File: src/rtl/ksa_param.sv
// -----------------------------------------------------------------------------
// ksa_param -- parametrised RC4 key-scheduling engine
//
// Runs the 256-iteration RC4 KSA swap loop
//   j = j + S[i] + key[i mod KEY_BYTES];  swap S[i], S[j]
// against an external single-port 256x8 S-memory. An optional identity-fill
// pass (S[k] = k) can run first in the same invocation. Sits between the
// top-level controller and the S-memory, ahead of the PRGA stage.
//
// Parameters
//   KEY_BYTES  key length in bytes, 1..32
//   RD_LAT     S-memory read latency in cycles, 1..3
//
// Ports
//   clk      in   clock, rising edge
//   rst_n    in   synchronous active-low reset
//   en       in   start request, honoured only while rdy=1
//   fill     in   sampled with en; 1 = identity-fill S before the KSA loop
//   key      in   key, byte 0 in the top byte (MSB-first)
//   rdy      out  idle and able to accept en
//   done     out  single-cycle completion pulse (coincides with first idle cycle)
//   addr     out  S-memory address
//   rddata   in   S-memory read data
//   wrdata   out  S-memory write data
//   wren     out  S-memory write enable
//   state_o  out  current FSM state, for debug and checkers
//
// Handshake: en/rdy. A run starts on any rising edge where rdy=1 and en=1;
// rdy is low from the following cycle until the done cycle, during which
// en/key/fill are ignored. The done cycle itself has rdy=1, so a request
// present then starts the next run immediately.
//
// Memory read contract: addr is held for RD_LAT+1 cycles; the memory
// captures addr at the end of the first of those cycles and the engine
// samples rddata at the end of the last one.
//
// All outputs come straight from registers: the combinational block below
// computes next-cycle output values alongside the next state.
// -----------------------------------------------------------------------------
module ksa_param #(
  parameter int KEY_BYTES = 3,
  parameter int RD_LAT    = 1
) (
  input  logic                   clk,
  input  logic                   rst_n,
  input  logic                   en,
  input  logic                   fill,
  input  logic [8*KEY_BYTES-1:0] key,
  output logic                   rdy,
  output logic                   done,
  output logic [7:0]             addr,
  input  logic [7:0]             rddata,
  output logic [7:0]             wrdata,
  output logic                   wren,
  output logic [2:0]             state_o
);

  typedef enum logic [2:0] {
    S_IDLE   = 3'd0,
    S_FILL   = 3'd1,
    S_RD_I   = 3'd2,
    S_WAIT_I = 3'd3,
    S_RD_J   = 3'd4,
    S_WAIT_J = 3'd5,
    S_WR_I   = 3'd6,
    S_WR_J   = 3'd7
  } state_t;

  // Last value of the hold counter: the read is complete in the RD_LAT-th
  // hold cycle after the address cycle.
  localparam logic [1:0] WAIT_LAST = 2'(RD_LAT - 1);
  // Last key-byte index; kb wraps by compare so no modulo/divider is needed.
  localparam logic [4:0] KB_LAST   = 5'(KEY_BYTES - 1);

  // ---------------------------------------------------------------------------
  // State and datapath registers
  // ---------------------------------------------------------------------------
  state_t                 state_q, state_d;
  logic [7:0]             i_q, i_d;       // iteration index, doubles as fill index k
  logic [7:0]             j_q, j_d;
  logic [4:0]             kb_q, kb_d;     // key byte index, 0..KEY_BYTES-1
  logic [1:0]             wcnt_q, wcnt_d; // read hold counter
  logic [7:0]             si_q, si_d;     // S[i] as read this iteration
  logic [8*KEY_BYTES-1:0] key_q, key_d;   // key latched at start

  logic [7:0]             addr_q, addr_d;
  logic [7:0]             wrdata_q, wrdata_d;
  logic                   wren_q, wren_d;
  logic                   rdy_q, rdy_d;
  logic                   done_q, done_d;

  logic [7:0]             j_new;

  // ---------------------------------------------------------------------------
  // Key byte lookup. The array is padded to 32 entries so the 5-bit kb
  // index covers it exactly for every legal KEY_BYTES; unused entries are
  // never selected because kb wraps at KEY_BYTES-1.
  // ---------------------------------------------------------------------------
  logic [7:0] key_arr [32];

  for (genvar b = 0; b < 32; b++) begin : g_key
    if (b < KEY_BYTES) begin : g_used
      assign key_arr[b] = key_q[8*(KEY_BYTES-1-b) +: 8];
    end else begin : g_pad
      assign key_arr[b] = 8'h00;
    end
  end

  // New j uses the S[i] byte arriving on rddata this cycle (8-bit wrap).
  assign j_new = j_q + rddata + key_arr[kb_q];

  // ---------------------------------------------------------------------------
  // Next-state and next-output logic
  // ---------------------------------------------------------------------------
  always_comb begin
    state_d  = state_q;
    i_d      = i_q;
    j_d      = j_q;
    kb_d     = kb_q;
    wcnt_d   = wcnt_q;
    si_d     = si_q;
    key_d    = key_q;
    addr_d   = 8'h00;
    wrdata_d = 8'h00;
    wren_d   = 1'b0;
    rdy_d    = 1'b0;
    done_d   = 1'b0;

    unique case (state_q)
      S_IDLE: begin
        // rdy_q gates acceptance so the cycle just after reset (rdy=0)
        // cannot start a run.
        if (rdy_q && en) begin
          key_d  = key;
          i_d    = 8'h00;
          j_d    = 8'h00;
          kb_d   = 5'd0;
          wcnt_d = 2'd0;
          if (fill) begin
            state_d = S_FILL;
            wren_d  = 1'b1;   // first fill write: S[0] = 0
          end else begin
            state_d = S_RD_I; // addr = i = 0
          end
        end else begin
          rdy_d = 1'b1;
        end
      end

      S_FILL: begin
        // i_q is the fill index; it wraps 255 -> 0, leaving i = 0 for the KSA.
        i_d = i_q + 8'd1;
        if (i_q == 8'hFF) begin
          state_d = S_RD_I;
        end else begin
          addr_d   = i_q + 8'd1;
          wrdata_d = i_q + 8'd1;
          wren_d   = 1'b1;
        end
      end

      S_RD_I: begin
        addr_d  = i_q;
        wcnt_d  = 2'd0;
        state_d = S_WAIT_I;
      end

      S_WAIT_I: begin
        if (wcnt_q == WAIT_LAST) begin
          si_d    = rddata;
          j_d     = j_new;
          addr_d  = j_new;
          state_d = S_RD_J;
        end else begin
          wcnt_d = wcnt_q + 2'd1;
          addr_d = i_q;
        end
      end

      S_RD_J: begin
        addr_d  = j_q;
        wcnt_d  = 2'd0;
        state_d = S_WAIT_J;
      end

      S_WAIT_J: begin
        if (wcnt_q == WAIT_LAST) begin
          // rddata is S[j]; it goes straight out as the S[i] write data.
          addr_d   = i_q;
          wrdata_d = rddata;
          wren_d   = 1'b1;
          state_d  = S_WR_I;
        end else begin
          wcnt_d = wcnt_q + 2'd1;
          addr_d = j_q;
        end
      end

      S_WR_I: begin
        // When i == j this rewrites the same address with the original
        // S[i], so the location ends up unchanged.
        addr_d   = j_q;
        wrdata_d = si_q;
        wren_d   = 1'b1;
        state_d  = S_WR_J;
      end

      S_WR_J: begin
        i_d  = i_q + 8'd1;
        kb_d = (kb_q == KB_LAST) ? 5'd0 : kb_q + 5'd1;
        if (i_q == 8'hFF) begin
          // Iteration 255 complete; first idle cycle carries done.
          state_d = S_IDLE;
          rdy_d   = 1'b1;
          done_d  = 1'b1;
        end else begin
          addr_d  = i_q + 8'd1;
          state_d = S_RD_I;
        end
      end

      default: begin
        state_d = S_IDLE;
      end
    endcase
  end

  // ---------------------------------------------------------------------------
  // Registers
  // ---------------------------------------------------------------------------
  always_ff @(posedge clk) begin
    if (!rst_n) begin
      state_q  <= S_IDLE;
      i_q      <= 8'h00;
      j_q      <= 8'h00;
      kb_q     <= 5'd0;
      wcnt_q   <= 2'd0;
      si_q     <= 8'h00;
      key_q    <= '0;
      addr_q   <= 8'h00;
      wrdata_q <= 8'h00;
      wren_q   <= 1'b0;
      rdy_q    <= 1'b0;
      done_q   <= 1'b0;
    end else begin
      state_q  <= state_d;
      i_q      <= i_d;
      j_q      <= j_d;
      kb_q     <= kb_d;
      wcnt_q   <= wcnt_d;
      si_q     <= si_d;
      key_q    <= key_d;
      addr_q   <= addr_d;
      wrdata_q <= wrdata_d;
      wren_q   <= wren_d;
      rdy_q    <= rdy_d;
      done_q   <= done_d;
    end
  end

  assign addr    = addr_q;
  assign wrdata  = wrdata_q;
  assign wren    = wren_q;
  assign rdy     = rdy_q;
  assign done    = done_q;
  assign state_o = state_q;

endmodule

File: config.mk
export PLATFORM = sky130hd
export DESIGN_NAME = ksa_param
export DESIGN_NICKNAME = d
export VERILOG_FILES = /design/src/rtl/ksa_param.sv
export SDC_FILE = /design/constraint.sdc
export NUM_CORES = 1
export LEC_CHECK = 0
export ABC_AREA = 0
export ABC_CLOCK_PERIOD_IN_PS = 4560
export BUFFER_PORTS_ARGS = -buffer_cell sky130_fd_sc_hd__clkbuf_2
export CAP_MARGIN = 10
export CORE_MARGIN = 2
export CORE_UTILIZATION = 60
export DETAILED_ROUTE_END_ITERATION = 10
export PLACE_DENSITY = 0.89
export SYNTH_ARGS = -nofsm -noshare
export SYNTH_HDL_FRONTEND = slang
export SYNTH_SLANG_ARGS = --single-unit
File: constraint.sdc
create_clock -name clk -period 4.56 [get_ports clk]
set_input_delay 0.456 -clock clk [delete_from_list [all_inputs] [get_ports clk]]
set_output_delay 0.456 -clock clk [all_outputs]
set_load 0.03 [all_outputs]
==> key figures, run 1 <==
Status
  – Result of the run: complete, no violations

STA
  – Worst Max-Slew Pin Slew: 1.07 ns
  – Fmax achieved: 0.281 GHz
  – Setup repair after global routing missed its margin: no
  – Total of endpoints with negative setup slack in the final report: 0
  – Max Transition Viols Final: 0
  – Rel. slew slack: 28.5%
  – Hold Fails Final Rpt: 0
  – Final sum of negative setup slack: 0 ns
  – Worst Clk Skew: 0.0108 ns
  – Final period utilization: 77.9%
  – Time the worst path needs with I/O delays and setup: 3.55 ns

Final layout
  – Non-Filler Instances: 607
  – Share of post-route cells with drive strength above 1: 16.2%
  – Most common library cell in the layout ignoring fill and taps: sky130_fd_sc_hd__nand2_1
  – Footprint of the multi-input gates: 2190 µm²
  – Area growth from synthesis to final layout: 12.8%
  – Storage cell area: 1540 µm²
  – # diodes: 0
  – Layout fillers: 513
  – Post-route cell area: 4420 µm²
  – Most frequent cells in the layout: sky130_fd_sc_hd__nand2_1 (101), sky130_fd_sc_hd__dfxtp_1 (77), sky130_fd_sc_hd__a21oi_1 (64)
  – Number of nets in the final layout: 580

Critical path
  – CP endpoint: addr[7]
  – R2R cell count: 12
  – Required time of the critical path: 4.83 ns
  – Critical path class: reg2reg
  – R2R Path Start: kb_q[0]
  – Reg2Reg Capture Point: addr[7]
  – Worst setup startpoint: kb_q[0]
  – Arrival time worst endpoint: 3.82 ns
  – Category of the worst setup path capture point: flop
  – Setup slack of the worst register-to-register path: 1.01 ns
  – Critical Path Source Type: flop
  – Critical path fanouts, max: 22

Place
  – Half-perimeter wire length after placement: 6.81 mm
  – Post-placement cell count: 592
  – Final estimated routing congestion in global placement: 0.942
  – Total cell area at the placement stage: 4190 µm²
  – Port Buf Inserts: 57

Synthesis
  – Dominant cell type by area after synthesis: sky130_fd_sc_hd__dfxtp_1
  – Fraction of synthesized area in multiplexers: 2.87%
  – Post-synthesis cell type count: 52
  – #FFs+latches synth: 77
  – Synthesized area: 3920 µm²
  – Share of synthesized registers carrying an async set or reset: 0%
  – Sequential element share of the synthesized area: 39.3%
  – Post-synthesis simple-gate area fraction: 23.5%
  – Total number of yosys warnings: 0
  – Share of the synthesized area in compound gates (AO/OA/AOI/OAI): 19.7%
  – Portion of synthesized cell area occupied by the leading cell type: 39.3%
  – Arithmetic-cell share of the synthesized area counting full adders, half adders and majority gates: 7.28%
  – Synth Net Count: 540
  – Biggest area contributors in the synthesized netlist: sky130_fd_sc_hd__dfxtp_1 (39%), sky130_fd_sc_hd__nand2_1 (9.7%), sky130_fd_sc_hd__a21oi_1 (8.2%)
  – Number of enable flip-flop cells after synthesis: 0
  – Mean area per synthesized cell: 8.06 µm²
  – Combinational family with the most area after synthesis: simple AND/OR/NAND/NOR gates
  – Commonest register cell after synthesis: sky130_fd_sc_hd__dfxtp_1
  – Number of cells produced by synthesis: 486
  – Xor and xnor fraction of the mapped netlist area: 2.68%

Route
  – Via total after detailed routing: 3664
  – Initial detailed-routing violation count: 479
  – Post-DRT Antenna Nets: 0
  – Detailed-routing iteration count for the pre-antenna-repair pass: 6
  – Drt via density: 6.04
  – Total Routed Length: 9.51 mm
  – Total DRC errors in the routed layout: 0
  – Routed length per placed instance: 15.7 µm

Power
  – P per Cell Area: 345 nW/µm²
  – Worst supply voltage drop on vdd: 257 µV
  – Leakage power of the design: 1.70 nW

Floorplanning
  – Initial standard-cell utilization of the core: 61.7%
  – I/O pin cnt: 58
  – Number of placement rows: 29
  – DIE HEIGHT: 84.8 µm
  – Die span in x: 84.8 µm
  – Area of the core region: 6350 µm²
  – Floorplan die area: 7190 µm²

GRT
  – All-layer global routing usage: 27.9%
  – Maximum number of pins on one net before global-route repair: 31
  – Vias in the first global route: 3391
  – Global-route wire length before repair: 16.1 mm
  – Antenna violations before repair: 0
  – Grt ovf: 0

Clock tree
  – CTS clk-pin slew, worst paths: 0.08 ns
  – Cts bufs inserted: 9
  – Number of H-tree levels: 3
  – Post-CTS Hold Fix Bufs: 0
  – CTS tree: built
  – Clock sink count: 77
  – Root Buffer: sky130_fd_sc_hd__clkbuf_8
  – Clock latency of the later-clocked register in the worst-skew pair: 0.35 ns
  – Worst-case clock buffer depth: 2
  – Setup repair bufs after CTS: 0
  – Post-cts resize count: 0

Job
  – Max cap viols: 0

Min path
  – Hold-critical path depth: 3
  – Path class of the lowest-slack min-delay path: in2reg
==> state kept, by name, summed over array words and instances (netlist names) <==
name and flops:
key_q 24, wrdata 8, j_q 8, si_q 8
kb_q 5, wren 1, state_o 3, wcnt_q 2
addr 8, rdy 1, done 1, i_q 8
==> final cells by class <==
type                    instances  area share (%)
well taps                      77            2.18
clock buffers                   9            2.80
flip-flops and latches         77            34.9
repair buffers                 60            6.96
inverters                      12            1.02
multi-input cells             366            49.6
clock inverters                 6            2.52
==> critical path, cell delays in order (launching register included) <==
cell and delay [ns]:
sky130_fd_sc_hd__dfxtp_1 0.87, sky130_fd_sc_hd__mux2i_1 0.17, sky130_fd_sc_hd__o22ai_1 0.18, sky130_fd_sc_hd__nand2_1 0.11
sky130_fd_sc_hd__fa_1 0.53, sky130_fd_sc_hd__inv_1 0.06, sky130_fd_sc_hd__ha_1 0.23, sky130_fd_sc_hd__fa_1 0.43
sky130_fd_sc_hd__a211oi_1 0.27, sky130_fd_sc_hd__o21bai_1 0.12, sky130_fd_sc_hd__a21oi_1 0.18, sky130_fd_sc_hd__o2111ai_1 0.17
sky130_fd_sc_hd__o211ai_1 0.16
==> how the worst min path moves through the flow <==
stage | startpoint | slack [ns] | end
after floorplan | key_q[23] | 0.43 | key_q[23]
after global placement | si_q[0] | 0.44 | si_q[0]
after detailed placement | key_q[13] | 0.45 | key_q[13]
after CTS | key[22] | 0.31 | key_q[22]
after global routing | key[1] | 0.32 | key_q[1]
final | key[22] | 0.32 | key_q[22]
==> Yosys cell counts, types with 6 or more instances <==
| cell type | count |
|---|---|
| sky130_fd_sc_hd__nor2_1 | 36 |
| sky130_fd_sc_hd__clkbuf_1 | 19 |
| sky130_fd_sc_hd__o21ai_0 | 17 |
| sky130_fd_sc_hd__o22ai_1 | 7 |
| sky130_fd_sc_hd__or3_1 | 6 |
| sky130_fd_sc_hd__a22oi_1 | 6 |
| sky130_fd_sc_hd__nand3_1 | 14 |
| sky130_fd_sc_hd__a21oi_1 | 64 |
| sky130_fd_sc_hd__and2_1 | 9 |
| sky130_fd_sc_hd__mux2i_1 | 9 |
| sky130_fd_sc_hd__xnor2_1 | 8 |
| sky130_fd_sc_hd__inv_1 | 11 |
| sky130_fd_sc_hd__buf_2 | 10 |
| sky130_fd_sc_hd__a222oi_1 | 11 |
| sky130_fd_sc_hd__nand2_1 | 101 |
| sky130_fd_sc_hd__ha_1 | 10 |
| sky130_fd_sc_hd__dfxtp_1 | 77 |
| sky130_fd_sc_hd__fa_1 | 8 |
==> metal layers <==
| metal | GRT usage (%) | wire (µm) | vias to the layer above |
|---|---|---|---|
| met3 | 6.49 | 778 | 22 |
| met2 | 46.5 | 4550 | 166 |
| met5 | 0 | 0 | - |
| met4 | 10.4 | 253 | 0 |
| met1 | 35.5 | 3930 | 1703 |
| li1 | - | - | 1773 |
==> cells by family (layout without fill, tap and decap cells) <==
logic type	count (synthesis)	count (layout)
mux	11	11
simple gates	198	198
xor+xnor	12	12
fa+ha+maj	18	18
buf+inv	43	87
compound gates	127	127
flops	77	77
==> power by group <==
part / switching, mW / total, mW / internal [mW]
logic: 0.125 / 0.198 / 0.0739
clock network: 0.250 / 0.612 / 0.361
registers: 0.0222 / 0.715 / 0.693
==> through the flow <==
| step | power [mW] | hold WS (ns) | setup slack [ns] | util [%] |
|---|---|---|---|---|
| 2_1_floorplan | 0.868 | 0.432 | 1.46 | - |
| 3_3_place_gp | 0.918 | 0.441 | 1.25 | 65.9 |
| 3_5_place_dp | 0.924 | 0.450 | 1.13 | 65.9 |
| 4_1_cts | 1.53 | 0.308 | 1.07 | 69.6 |
| 5_1_grt | 1.58 | 0.317 | 0.764 | 69.6 |
| 6_report | 1.53 | 0.318 | 1.01 | 69.6 |
(Power assumes the default switching activity.)
==> run 2: changes to the inputs <==
--- a/config.mk
+++ b/config.mk
@@ -6,13 +6,13 @@
 export NUM_CORES = 1
 export LEC_CHECK = 0
 export ABC_AREA = 0
-export ABC_CLOCK_PERIOD_IN_PS = 4560
+export ABC_CLOCK_PERIOD_IN_PS = 3250
 export BUFFER_PORTS_ARGS = -buffer_cell sky130_fd_sc_hd__clkbuf_2
 export CAP_MARGIN = 10
 export CORE_MARGIN = 2
-export CORE_UTILIZATION = 60
+export CORE_UTILIZATION = 51
 export DETAILED_ROUTE_END_ITERATION = 10
-export PLACE_DENSITY = 0.89
+export PLACE_DENSITY = 0.81
 export SYNTH_ARGS = -nofsm -noshare
 export SYNTH_HDL_FRONTEND = slang
 export SYNTH_SLANG_ARGS = --single-unit
==> constraint.sdc (replaced) <==
create_clock -name clk -period 3.25 [get_ports clk]
set_input_delay 0.325 -clock clk [delete_from_list [all_inputs] [get_ports clk]]
set_output_delay 0.325 -clock clk [all_outputs]
set_load 0.03 [all_outputs]
==> key figures, run 2 (synthesized netlist as in run 1, its figures left out) <==
Status
  – Result of the run: complete, no violations

Route
  – Total DRC errors in the routed layout: 0 (unchanged)
  – Routed length per placed instance: 15.3 µm (-2.6%)
  – Via total after detailed routing: 3622 (-1.1%)
  – Post-DRT Antenna Nets: 0 (unchanged)
  – Drt via density: 5.69 (-5.8%)
  – Total Routed Length: 9.72 mm (+2.2%)
  – Detailed-routing iteration count for the pre-antenna-repair pass: 5 (-1)
  – Initial detailed-routing violation count: 285 (-41%)

Floorplanning
  – Floorplan die area: 8400 µm² (+17%)
  – Number of placement rows: 31 (+6.9%)
  – DIE HEIGHT: 91.6 µm (+8.1%)
  – Die span in x: 91.6 µm (+8.1%)
  – I/O pin cnt: 58 (unchanged)
  – Initial standard-cell utilization of the core: 53.4% (-8.3 points)
  – Area of the core region: 7330 µm² (+15%)

Min path
  – Path class of the lowest-slack min-delay path: in2reg

Clock tree
  – Clock latency of the later-clocked register in the worst-skew pair: 0.35 ns (about the same)
  – CTS clk-pin slew, worst paths: 0.08 ns (about the same)
  – Root Buffer: sky130_fd_sc_hd__clkbuf_8
  – Cts bufs inserted: 9 (unchanged)
  – Post-cts resize count: 0 (unchanged)
  – Worst-case clock buffer depth: 2 (unchanged)
  – Post-CTS Hold Fix Bufs: 0 (unchanged)
  – Number of H-tree levels: 3 (unchanged)
  – Clock sink count: 77 (unchanged)
  – CTS tree: built
  – Setup repair bufs after CTS: 0 (unchanged)

STA
  – Fmax achieved: 0.331 GHz (+18%)
  – Rel. slew slack: 50.6% (+22 points)
  – Worst Clk Skew: 0.0122 ns (+0.00146 ns)
  – Worst Max-Slew Pin Slew: 0.736 ns (-0.334 ns)
  – Hold Fails Final Rpt: 0 (unchanged)
  – Final sum of negative setup slack: 0 ns (unchanged)
  – Max Transition Viols Final: 0 (unchanged)
  – Setup repair after global routing missed its margin: no
  – Final period utilization: 93.0% (+15 points)
  – Time the worst path needs with I/O delays and setup: 3.02 ns (-0.532 ns)
  – Total of endpoints with negative setup slack in the final report: 0 (unchanged)

Critical path
  – Cells traversed along the worst timing path: buf_4, mux2i_1, o22ai_1, and2_1, fa_1, ha_1, o21ai_0, o21bai_1, a21oi_1, or4_1, o211ai_1
  – Category of the worst setup path capture point: flop
  – Critical path class: reg2reg
  – Number of buffers and inverters on the critical path: 1 (unchanged)
  – Worst path top cell family by delay: adder cells
  – Required time of the critical path: 3.53 ns (-1.30 ns)
  – Arrival time worst endpoint: 3.30 ns (-0.52 ns)
  – Critical Path Source Type: flop
  – Slowest stage cell, crit path: sky130_fd_sc_hd__dfxtp_1
  – Critical path fanouts, max: 12 (-45%)
  – Crit path largest cell delay: 0.51 ns (-0.36 ns)

Final layout
  – Most frequent cells in the layout: sky130_fd_sc_hd__nand2_1 (101), sky130_fd_sc_hd__dfxtp_1 (77), sky130_fd_sc_hd__a21oi_1 (64)
  – Number of nets in the final layout: 587 (+1.2%)
  – Number of flip-flops in the largest register: 24 (unchanged)
  – Storage cell area: 1540 µm² (unchanged)
  – Footprint of the multi-input gates: 2190 µm² (unchanged)
  – Non-Filler Instances: 637 (+4.9%)
  – Register bank with the most flops: key_q
  – # diodes: 0 (unchanged)
  – Share of post-route cells with drive strength above 1: 17.3% (+1.1 points)
  – Most common library cell in the layout ignoring fill and taps: sky130_fd_sc_hd__nand2_1
  – Area growth from synthesis to final layout: 16.2%
  – Layout fillers: 650 (+27%)

Power
  – P per Cell Area: 506 nW/µm² (+47%)
  – Post-layout total power: 2.30 mW (+51%)
  – Worst supply voltage drop on vdd: 232 µV (-9.7%)
  – Leakage power of the design: 1.76 nW (+3.6%)

Place
  – Half-perimeter wire length after placement: 7.00 mm (+2.7%)
  – Port Buf Inserts: 57 (unchanged)
  – Post-placement cell count: 621 (+4.9%)
  – Final estimated routing congestion in global placement: 0.893 (-5.2%)

GRT
  – Antenna violations before repair: 0 (unchanged)
  – Grt ovf: 0 (unchanged)
  – All-layer global routing usage: 24.3% (-3.6 points)
  – Maximum number of pins on one net before global-route repair: 59 (+90%)
  – Vias in the first global route: 3362 (-0.86%)
  – Global-route wire length before repair: 16.3 mm (+1.5%)

Job
  – Max cap viols: 0 (unchanged)
==> run 2: worst paths after layout <==
path | startpoint | end | slack [ns] | depth (start not counted)
worst max register to register | kb_q[0] | addr[7] | 0.23 | 11
worst min register to register | key_q[13] | key_q[13] | 0.46 | 2
worst max-delay path | kb_q[0] | addr[7] | 0.23 | 11
worst min-delay path | key[20] | key_q[20] | 0.19 | 3
==> run 2: routing by layer <==
metal,up-vias,routed length [µm],global-route usage [%]
met5,-,0,0
met4,0,169,9.97
met3,12,591,3.62
met2,124,4740,39.2
met1,1698,4210,32.6
li1,1788,-,-
==> run 2: power breakdown <==
part	leakage [nW]	internal, mW	switching (mW)	total [mW]
sequential	0.623	0.972	0.0320	1.00
combinational	0.998	0.105	0.174	0.279
clock	0.141	0.667	0.353	1.02
total	1.76	1.74	0.559	2.30
==> run 2: layout make-up <==
| type | instances | share of cell area (%) |
|---|---|---|
| Multi-Input combinational cell | 366 | 48.2 |
| Sequential cell | 77 | 33.9 |
| Timing Repair Buffer | 67 | 7.92 |
| Clock inverter | 6 | 3.49 |
| Clock buffer | 10 | 2.80 |
| Tap cell | 99 | 2.72 |
| Inverter | 12 | 0.990 |
==> run 2: worst min-delay path: stages <==
cell,delay [ns]
sky130_fd_sc_hd__clkbuf_2,0.08
sky130_fd_sc_hd__nand2_1,0.04
sky130_fd_sc_hd__a21oi_1,0.05
==> run 2: through the flow <==
step	utilization, %	instance area, µm²	hold WS (ns)	setup slack, ns
5_1_grt	62.1	4550	0.190	0.0202
2_1_floorplan	-	3920	0.432	0.154
3_3_place_gp	58.2	4270	0.441	0.331
3_5_place_dp	58.2	4270	0.447	0.250
6_report	62.1	4550	0.191	0.228
4_1_cts	62.1	4550	0.177	0.246
